## src/rtl/fp_pkg.sv

```systemverilog
// Shared definitions for the sequential floating-point add/subtract unit:
// FSM state encoding, flag bit positions and canonical special-value patterns.
package fp_pkg;

    typedef enum logic [2:0] {
        S_IDLE    = 3'd0,
        S_SPECIAL = 3'd1,
        S_ALIGN   = 3'd2,
        S_ADD     = 3'd3,
        S_NORM    = 3'd4,
        S_ROUND   = 3'd5,
        S_DONE    = 3'd6
    } state_e;

    // Bit positions inside the 4-bit flags word {invalid, overflow, underflow, inexact}
    localparam int FLAG_INVALID   = 3;
    localparam int FLAG_OVERFLOW  = 2;
    localparam int FLAG_UNDERFLOW = 1;
    localparam int FLAG_INEXACT   = 0;

    // Widest format the pattern helpers can describe; callers size-cast the result
    localparam int FP_MAX_W = 128;

    // Canonical quiet NaN: sign 0, exponent all ones, fraction MSB set
    function automatic logic [FP_MAX_W-1:0] canon_qnan(input int exp_w, input int man_w);
        logic [FP_MAX_W-1:0] one;
        one = 1;
        return (((one << exp_w) - one) << man_w) | (one << (man_w - 1));
    endfunction

    // Positive infinity: sign 0, exponent all ones, fraction zero
    function automatic logic [FP_MAX_W-1:0] pos_inf(input int exp_w, input int man_w);
        logic [FP_MAX_W-1:0] one;
        one = 1;
        return ((one << exp_w) - one) << man_w;
    endfunction

endpackage

```

## src/rtl/fp_lzc.sv

```systemverilog
// Combinational leading-zero counter; an all-zero input reports WIDTH.
module fp_lzc #(
    parameter int WIDTH = 56,
    localparam int CNT_W = $clog2(WIDTH + 1)
) (
    input  logic [WIDTH-1:0] value,
    output logic [CNT_W-1:0] count
);

    // Scan upward so the highest set bit is the last one to write the count
    always_comb begin
        count = CNT_W'(WIDTH);
        for (int i = 0; i < WIDTH; i++) begin
            if (value[i]) begin
                count = CNT_W'(WIDTH - 1 - i);
            end
        end
    end

endmodule

```

## src/rtl/fp_addsub_seq.sv

```systemverilog
// Multi-cycle IEEE-754 adder/subtractor, one operation in flight.
// Handshake: an operand set is taken on a rising edge where in_valid && in_ready;
// a result is consumed on a rising edge where out_valid && out_ready, and
// SUM/flags hold steady for as long as out_valid is high and out_ready is low.
module fp_addsub_seq
    import fp_pkg::*;
#(
    parameter int EXP_W = 11,
    parameter int MAN_W = 52,
    localparam int W = 1 + EXP_W + MAN_W
) (
    input  logic         Clock,
    input  logic         Reset_n,
    input  logic         in_valid,
    output logic         in_ready,
    input  logic         op,
    input  logic [W-1:0] A,
    input  logic [W-1:0] B,
    output logic         out_valid,
    input  logic         out_ready,
    output logic [W-1:0] SUM,
    output logic [3:0]   flags,
    output state_e       dbg_state
);

    localparam int SIG_W = MAN_W + 1;          // hidden bit + fraction
    localparam int EXT_W = MAN_W + 4;          // significand + guard, round, sticky
    localparam int SUM_W = MAN_W + 5;          // extended significand + carry
    localparam int E_W   = EXP_W + 1;          // exponent with headroom for +2
    localparam int LZ_W  = $clog2(EXT_W + 1);

    localparam logic [W-1:0]   QNAN     = W'(canon_qnan(EXP_W, MAN_W));
    localparam logic [W-2:0]   INF_MAG  = (W-1)'(pos_inf(EXP_W, MAN_W));
    localparam logic [E_W-1:0] EXP_ONES = {1'b0, {EXP_W{1'b1}}};

    state_e         state;
    logic [W-1:0]   a_r, b_r;
    logic           al_sign, al_sub;
    logic [E_W-1:0] al_exp;
    logic [EXT_W-1:0] al_big, al_small;
    logic           ad_sign;
    logic [E_W-1:0] ad_exp;
    logic [SUM_W-1:0] ad_sum;
    logic           nm_sign;
    logic [E_W-1:0] nm_exp;
    logic [EXT_W-1:0] nm_sig;
    logic [W-1:0]   sum_r;
    logic [3:0]     flags_r;
    logic           out_valid_r, in_ready_r;

    // Operand field decode (b_r already carries the op-adjusted sign)
    logic             a_sign, b_sign;
    logic [EXP_W-1:0] a_exp, b_exp;
    logic [MAN_W-1:0] a_frac, b_frac;
    logic             a_nan, b_nan, a_inf, b_inf, a_zero, b_zero;
    logic [SIG_W-1:0] a_sig, b_sig;
    logic [E_W-1:0]   a_eexp, b_eexp;

    assign a_sign = a_r[W-1];
    assign b_sign = b_r[W-1];
    assign a_exp  = a_r[W-2:MAN_W];
    assign b_exp  = b_r[W-2:MAN_W];
    assign a_frac = a_r[MAN_W-1:0];
    assign b_frac = b_r[MAN_W-1:0];
    assign a_nan  = (&a_exp) && (a_frac != '0);
    assign b_nan  = (&b_exp) && (b_frac != '0);
    assign a_inf  = (&a_exp) && (a_frac == '0);
    assign b_inf  = (&b_exp) && (b_frac == '0);
    assign a_zero = (a_exp == '0) && (a_frac == '0);
    assign b_zero = (b_exp == '0) && (b_frac == '0);
    // Subnormals: hidden bit 0, effective exponent 1
    assign a_sig  = {a_exp != '0, a_frac};
    assign b_sig  = {b_exp != '0, b_frac};
    assign a_eexp = (a_exp == '0) ? E_W'(1) : {1'b0, a_exp};
    assign b_eexp = (b_exp == '0) ? E_W'(1) : {1'b0, b_exp};

    // Special-operand screening: NaN / Inf / both-zero short-cut results
    logic         sp_hit;
    logic [W-1:0] sp_sum;
    logic [3:0]   sp_flags;

    always_comb begin
        sp_hit   = 1'b1;
        sp_sum   = '0;
        sp_flags = '0;
        if (a_nan || b_nan || (a_inf && b_inf && (a_sign != b_sign))) begin
            sp_sum                 = QNAN;
            sp_flags[FLAG_INVALID] = 1'b1;
        end else if (a_inf) begin
            sp_sum = {a_sign, INF_MAG};
        end else if (b_inf) begin
            sp_sum = {b_sign, INF_MAG};
        end else if (a_zero && b_zero) begin
            sp_sum = {a_sign & b_sign, {(W-1){1'b0}}};
        end else begin
            sp_hit = 1'b0;
        end
    end

    // Alignment: larger magnitude first, smaller shifted right with sticky collapse
    logic             a_is_big, big_sign;
    logic [E_W-1:0]   big_eexp, small_eexp, exp_diff;
    logic [SIG_W-1:0] big_sig, small_sig;
    logic [EXT_W-1:0] small_base, small_shift;

    always_comb begin
        a_is_big   = (a_r[W-2:0] >= b_r[W-2:0]);
        big_sign   = a_is_big ? a_sign : b_sign;
        big_eexp   = a_is_big ? a_eexp : b_eexp;
        small_eexp = a_is_big ? b_eexp : a_eexp;
        big_sig    = a_is_big ? a_sig  : b_sig;
        small_sig  = a_is_big ? b_sig  : a_sig;
        exp_diff   = big_eexp - small_eexp;
        small_base = {small_sig, 3'b000};
        if (exp_diff >= E_W'(EXT_W - 1)) begin
            small_shift = {{(EXT_W-1){1'b0}}, |small_sig};
        end else begin
            small_shift = small_base >> exp_diff;
            if ((small_shift << exp_diff) != small_base) begin
                small_shift[0] = 1'b1;
            end
        end
    end

    // Significand add or magnitude subtract
    logic [SUM_W-1:0] add_sum;

    always_comb begin
        if (al_sub) add_sum = {1'b0, al_big} - {1'b0, al_small};
        else        add_sum = {1'b0, al_big} + {1'b0, al_small};
    end

    // Normalisation: carry -> shift right; else left by LZC, exponent floored at 1
    logic [LZ_W-1:0]  lz_count;
    logic [E_W-1:0]   lz_ext, max_shift, shamt, norm_exp;
    logic [EXT_W-1:0] norm_sig;

    fp_lzc #(.WIDTH(EXT_W)) u_lzc (
        .value (ad_sum[EXT_W-1:0]),
        .count (lz_count)
    );

    always_comb begin
        lz_ext    = E_W'(lz_count);
        max_shift = ad_exp - E_W'(1);
        shamt     = (lz_ext > max_shift) ? max_shift : lz_ext;
        if (ad_sum[SUM_W-1]) begin
            norm_sig = {ad_sum[SUM_W-1:2], ad_sum[1] | ad_sum[0]};
            norm_exp = ad_exp + E_W'(1);
        end else begin
            norm_sig = ad_sum[EXT_W-1:0] << shamt;
            norm_exp = ad_exp - shamt;
        end
    end

    // Round to nearest even, then overflow / flush-to-zero packing
    logic [SIG_W-1:0] mant, rmant;
    logic [SIG_W:0]   rsum;
    logic [E_W-1:0]   rexp;
    logic             g_bit, r_bit, s_bit, round_up, inexact;
    logic [W-1:0]     rnd_sum;
    logic [3:0]       rnd_flags;

    always_comb begin
        mant     = nm_sig[EXT_W-1:3];
        g_bit    = nm_sig[2];
        r_bit    = nm_sig[1];
        s_bit    = nm_sig[0];
        inexact  = g_bit | r_bit | s_bit;
        round_up = g_bit & (r_bit | s_bit | mant[0]);
        rsum     = {1'b0, mant} + {{SIG_W{1'b0}}, round_up};
        if (rsum[SIG_W]) begin
            rmant = rsum[SIG_W:1];
            rexp  = nm_exp + E_W'(1);
        end else begin
            rmant = rsum[SIG_W-1:0];
            rexp  = nm_exp;
        end
        rnd_flags = '0;
        if (rexp >= EXP_ONES) begin
            rnd_sum                  = {nm_sign, INF_MAG};
            rnd_flags[FLAG_OVERFLOW] = 1'b1;
            rnd_flags[FLAG_INEXACT]  = 1'b1;
        end else if (!rmant[SIG_W-1]) begin
            rnd_sum = {nm_sign, {(W-1){1'b0}}};
            if ((rmant != '0) || inexact) begin
                rnd_flags[FLAG_UNDERFLOW] = 1'b1;
                rnd_flags[FLAG_INEXACT]   = 1'b1;
            end
        end else begin
            rnd_sum                 = {nm_sign, rexp[EXP_W-1:0], rmant[MAN_W-1:0]};
            rnd_flags[FLAG_INEXACT] = inexact;
        end
    end

    // Control FSM and all pipeline registers; every state advances one step per edge
    always_ff @(posedge Clock) begin
        if (!Reset_n) begin
            state       <= S_IDLE;
            a_r         <= '0;
            b_r         <= '0;
            al_sign     <= 1'b0;
            al_sub      <= 1'b0;
            al_exp      <= '0;
            al_big      <= '0;
            al_small    <= '0;
            ad_sign     <= 1'b0;
            ad_exp      <= '0;
            ad_sum      <= '0;
            nm_sign     <= 1'b0;
            nm_exp      <= '0;
            nm_sig      <= '0;
            sum_r       <= '0;
            flags_r     <= '0;
            out_valid_r <= 1'b0;
            in_ready_r  <= 1'b1;
        end else begin
            case (state)
                S_IDLE: begin
                    if (in_valid && in_ready_r) begin
                        a_r        <= A;
                        b_r        <= {B[W-1] ^ op, B[W-2:0]};
                        in_ready_r <= 1'b0;
                        state      <= S_SPECIAL;
                    end
                end
                S_SPECIAL: begin
                    if (sp_hit) begin
                        sum_r       <= sp_sum;
                        flags_r     <= sp_flags;
                        out_valid_r <= 1'b1;
                        state       <= S_DONE;
                    end else begin
                        state <= S_ALIGN;
                    end
                end
                S_ALIGN: begin
                    al_sign  <= big_sign;
                    al_sub   <= a_sign ^ b_sign;
                    al_exp   <= big_eexp;
                    al_big   <= {big_sig, 3'b000};
                    al_small <= small_shift;
                    state    <= S_ADD;
                end
                S_ADD: begin
                    ad_sum  <= add_sum;
                    ad_exp  <= al_exp;
                    // Exact cancellation always yields +0
                    ad_sign <= (add_sum == '0) ? 1'b0 : al_sign;
                    state   <= S_NORM;
                end
                S_NORM: begin
                    nm_sig  <= norm_sig;
                    nm_exp  <= norm_exp;
                    nm_sign <= ad_sign;
                    state   <= S_ROUND;
                end
                S_ROUND: begin
                    sum_r       <= rnd_sum;
                    flags_r     <= rnd_flags;
                    out_valid_r <= 1'b1;
                    state       <= S_DONE;
                end
                S_DONE: begin
                    if (out_ready) begin
                        out_valid_r <= 1'b0;
                        in_ready_r  <= 1'b1;
                        state       <= S_IDLE;
                    end
                end
                default: begin
                    out_valid_r <= 1'b0;
                    in_ready_r  <= 1'b1;
                    state       <= S_IDLE;
                end
            endcase
        end
    end

    assign in_ready  = in_ready_r;
    assign out_valid = out_valid_r;
    assign SUM       = sum_r;
    assign flags     = flags_r;
    assign dbg_state = state;

endmodule

```

## config.mk

```make
export PLATFORM = sky130hd
export DESIGN_NAME = fp_addsub_seq
export DESIGN_NICKNAME = d
export VERILOG_FILES = /design/src/rtl/fp_pkg.sv /design/src/rtl/fp_lzc.sv /design/src/rtl/fp_addsub_seq.sv
export SDC_FILE = /design/constraint.sdc
export NUM_CORES = 2
export LEC_CHECK = 0
export CORE_ASPECT_RATIO = 1.1
export CORE_MARGIN = 3
export CORE_UTILIZATION = 26
export DETAILED_ROUTE_END_ITERATION = 10
export PLACE_DENSITY = 0.53
export SLEW_MARGIN = 20
export SYNTH_ARGS = -nofsm -noshare
export SYNTH_HDL_FRONTEND = slang
export SYNTH_SLANG_ARGS = --single-unit
export TNS_END_PERCENT = 5
```

## constraint.sdc

```tcl
create_clock -name Clock -period 15.6 [get_ports Clock]
set_input_delay 3.12 -clock Clock [delete_from_list [all_inputs] [get_ports Clock]]
set_output_delay 3.12 -clock Clock [all_outputs]
set_load 0.005 [all_outputs]
```

==> summary.md <==
From left edge to right edge, the die measures 403 um. Most frequent cell on the critical path: sky130_fd_sc_hd__buf_4. For the number of distinct library cells after synthesis, the log shows 113.

Classification of the worst setup path: register to register. The number of nets handed over by synthesis was 6798. In this run the post-CTS setup repair buffer count came out at 0.

Initial antenna violation count: 26. STA classifies the critical path endpoint as a register. In the synthesized netlist the dominant register cell turns out to be sky130_fd_sc_hd__dfxtp_1. The sequential element share of the synthesized area was 20.5%. STA classifies the critical path startpoint as a register.

The first-pass detailed-route iteration total is 6, and the register clock-pin slew on the reported worst setup and hold paths is 60 ps. In this run the power density over the cells is 262 nW/um2. The final hold violation count came out at 0. With fillers left out, the area of the finished cells amounts to 52000 um2. The net count of the finished layout was 6785; the overall routed net length was 317000 um. The slew at the pin closest to its max-slew limit works out to 1380 ps. On the worst path, the slowest cell contributes a delay of 930 ps.

Using the TritonRoute via totals, the vias-per-cell ratio works out to 6.21. The number of top-level pins came out at 206. TritonCTS built the clock tree. After synthesis, the cell types taking the most area are sky130_fd_sc_hd__dfxtp_1, sky130_fd_sc_hd__mux2i_1, sky130_fd_sc_hd__nand2_1, sky130_fd_sc_hd__a21oi_1, sky130_fd_sc_hd__nor2_1.

Post-placement setup slack: 4200 ps. For the total of max-cap violations, the log shows 0. The half-perimeter wire length after placement came out at 246000 um.

The die area was 178000 um2. Summing all placed instances gives a cell area of 50000 um2. IR analysis of the VDD net gives a maximum drop of 0.228 mV. The first global-routing pass estimated 432000 um of wire. The count of buffering cells on the critical path with inverters included works out to 8.

For this design the static power due to leakage is 19.2 nW. For this design, the slowest cell found on the critical path is sky130_fd_sc_hd__fa_4. After floorplanning, the core was sized to cover 171000 um2. After synthesis, the most frequently instantiated cells are sky130_fd_sc_hd__nand2_1, sky130_fd_sc_hd__nor2_1, sky130_fd_sc_hd__a21oi_1. Global routing used 34.1% of the available tracks. Across all setup checks in the final design, the least slack found is 3830 ps.

The maximum root-to-sink buffer count was 3; the number of fill cells in the layout was 18.8k. During synthesis, Yosys emitted a total of 0 warnings. Of the available clock period, the critical path in the final layout requires 75.4%. The run finished with clean final reports. Based on the critical path, the design can be clocked at up to 0.0850 GHz.

The largest clock skew in the final design was 40.4 ps; the largest fanout on the critical path was 86. The tools report the placer's final routability congestion estimate as 1.07. The layout cell share with drive strength beyond 1 came out at 8.37%.

The tightest min-delay check is of the register to register type. A synthesized cell averages 6.96 um2. For this design, the CTS-stage hold fixing added 0 buffers.

The via count of the first global-routing pass was 51.6k; the count of mapped cells out of synthesis was 6459. The die height was 442 um; the total of flip-flops plus latches after synthesis was 461. In this run the tool buffered the top-level ports with 205 buffer cells. The most repeated cell in the gate-level netlist after synthesis was sky130_fd_sc_hd__nand2_1. The tools report the clock sink count as 461.

The setup TNS after final layout came out at 0 ps. The cell row count is 159. The cell chosen for the clock root was sky130_fd_sc_hd__clkbuf_16. Setup repair after global routing left no endpoint under its margin.

Total power for the finished layout comes to 13.6 mW. The post-synthesis to final-layout area growth is 15.7%. Share of synthesized registers carrying an async set or reset: 0%. The maximum number of pins on one net before global-route repair is 175, and the netlist area before placement is 45000 um2. For this run, design rule violations remaining after detail routing come to 0. After synthesis, the largest area contributor takes up 20.5% of total cell area.

The starting DRC count in detailed routing was 6565. Once detail routing completed, the nets flagged for antenna violations numbered 0. The H-tree was split into 2 levels. The number of synthesized flops with an enable pin is 0.

The kind of cell with the highest combined delay along the critical path is compound AO/OA/AOI/OAI gates. Headroom to the max-slew limit came out at 7.08%. The leftover overflow at the end of global routing came out at 0. STA puts the critical path data required time at 16180 ps. Total clock buffers created by CTS: 56.

The worst path in the final design needs a cycle of 11770 ps, including I/O delays and setup. STA puts the critical path data arrival time at 12350 ps. Of all cell types, the one taking the most synthesized area is sky130_fd_sc_hd__dfxtp_1. The wire length per cell is 36.2 um, and the utilization after layout is 30.4%.

The count of vias placed by the detailed router was 54.4k. Setup violations remaining at the end of the flow were counted as 0. For the final-report max-slew violation count, the log shows 0. The later pin in the worst-skew pair is clocked with a latency of 690 ps. For this configuration, the core starts out at a cell density of 26.3%.

The number of gates resized after cts came out at 0.
final cells by class:
| cell class | count | area, um2 | share of cell area (%) |
|---|---|---|---|
| Inverter | 215 | 816 | 1.57 |
| Timing Repair Buffer | 442 | 3930 | 7.55 |
| Tap cell | 2254 | 2820 | 5.42 |
| Multi-Input combinational cell | 5270 | 33200 | 63.9 |
| Antenna cell | 19 | 47.5 | 0.0914 |
| Clock inverter | 25 | 332 | 0.637 |
| Clock buffer | 78 | 1620 | 3.10 |
| Sequential cell | 461 | 9230 | 17.7 |
per-layer routing:
layer | part of all wire, % | track usage [%]
met1 | 38 | 39.6
met2 | 44 | 54.3
met3 | 8.1 | 6.93
met4 | 10 | 27.3
met5 | 0.041 | 0
cells in the final DEF, fill, tap and decap left out, types with 202 or more instances in the layout:
master / instances
sky130_fd_sc_hd__a21oi_1: 574
sky130_fd_sc_hd__buf_4: 227
sky130_fd_sc_hd__clkdlybuf4s50_1: 204
sky130_fd_sc_hd__dfxtp_1: 459
sky130_fd_sc_hd__ha_1: 202
sky130_fd_sc_hd__inv_1: 210
sky130_fd_sc_hd__mux2i_1: 365
sky130_fd_sc_hd__nand2_1: 998
sky130_fd_sc_hd__nor2_1: 705
sky130_fd_sc_hd__o21ai_0: 330
report_power, final:
group,leakage (nW),switching (mW),internal (mW)
Clock,0.940,0.600,0.809
Sequential,3.74,0.143,1.24
Combinational,14.5,8.18,2.66
Total,19.2,8.92,4.71
flip-flops by register name (all words and copies together) (netlist names):
register / flops
SUM: 64
a_r: 64
b_r: 64
ad_sum: 57
al_small: 56
nm_sig: 56
al_big: 53
nm_exp: 12
ad_exp: 11
al_exp: 11
flags: 4
dbg_state: 3
ad_sign: 1
al_sign: 1
al_sub: 1
in_ready: 1
nm_sign: 1
out_valid: 1
cells by family (layout without fill, tap and decap cells):
kind of cell | after synthesis | after routing | share of synthesized area (%)
AO/OA/AOI/OAI | 2044 | 2044 | 30.2
multiplexers | 461 | 461 | 10.9
AND/OR/NAND/NOR | 2433 | 2433 | 23.8
adder cells (fa/ha/maj) | 206 | 206 | 5.78
XOR/XNOR | 126 | 126 | 2.45
other | 0 | 19 | 0
buffers and inverters | 728 | 760 | 6.39
flip-flops | 461 | 461 | 20.5
stage by stage:
stage          instances  hold WS [ps]
3_3_place_gp        8637           439
6_report            8764           450
3_5_place_dp        8641           447
2_1_floorplan       6459           431
5_1_grt             8750           474
4_1_cts             8744           456
path summary, 6_finish.rpt:
check / startpoint / endpoint / slack (ps) / cells past startpoint
min reg2reg: al_exp[9] / ad_exp[9] / 450 / 2
max: b_r[25] / al_small[0] / 3830 / 35
max reg2reg: b_r[25] / al_small[0] / 3830 / 35
min: al_exp[9] / ad_exp[9] / 450 / 2
worst register-to-register path: cells and delay by family (launching register included):
family,cells,cell delay [ps]
AND/OR/NAND/NOR,9,2710
flip-flops,1,470
multiplexers,1,300
buffers and inverters,8,2590
AO/OA/AOI/OAI,14,4070
adder cells (fa/ha/maj),3,1550
Note: power is estimated with default switching activity, not from simulation.
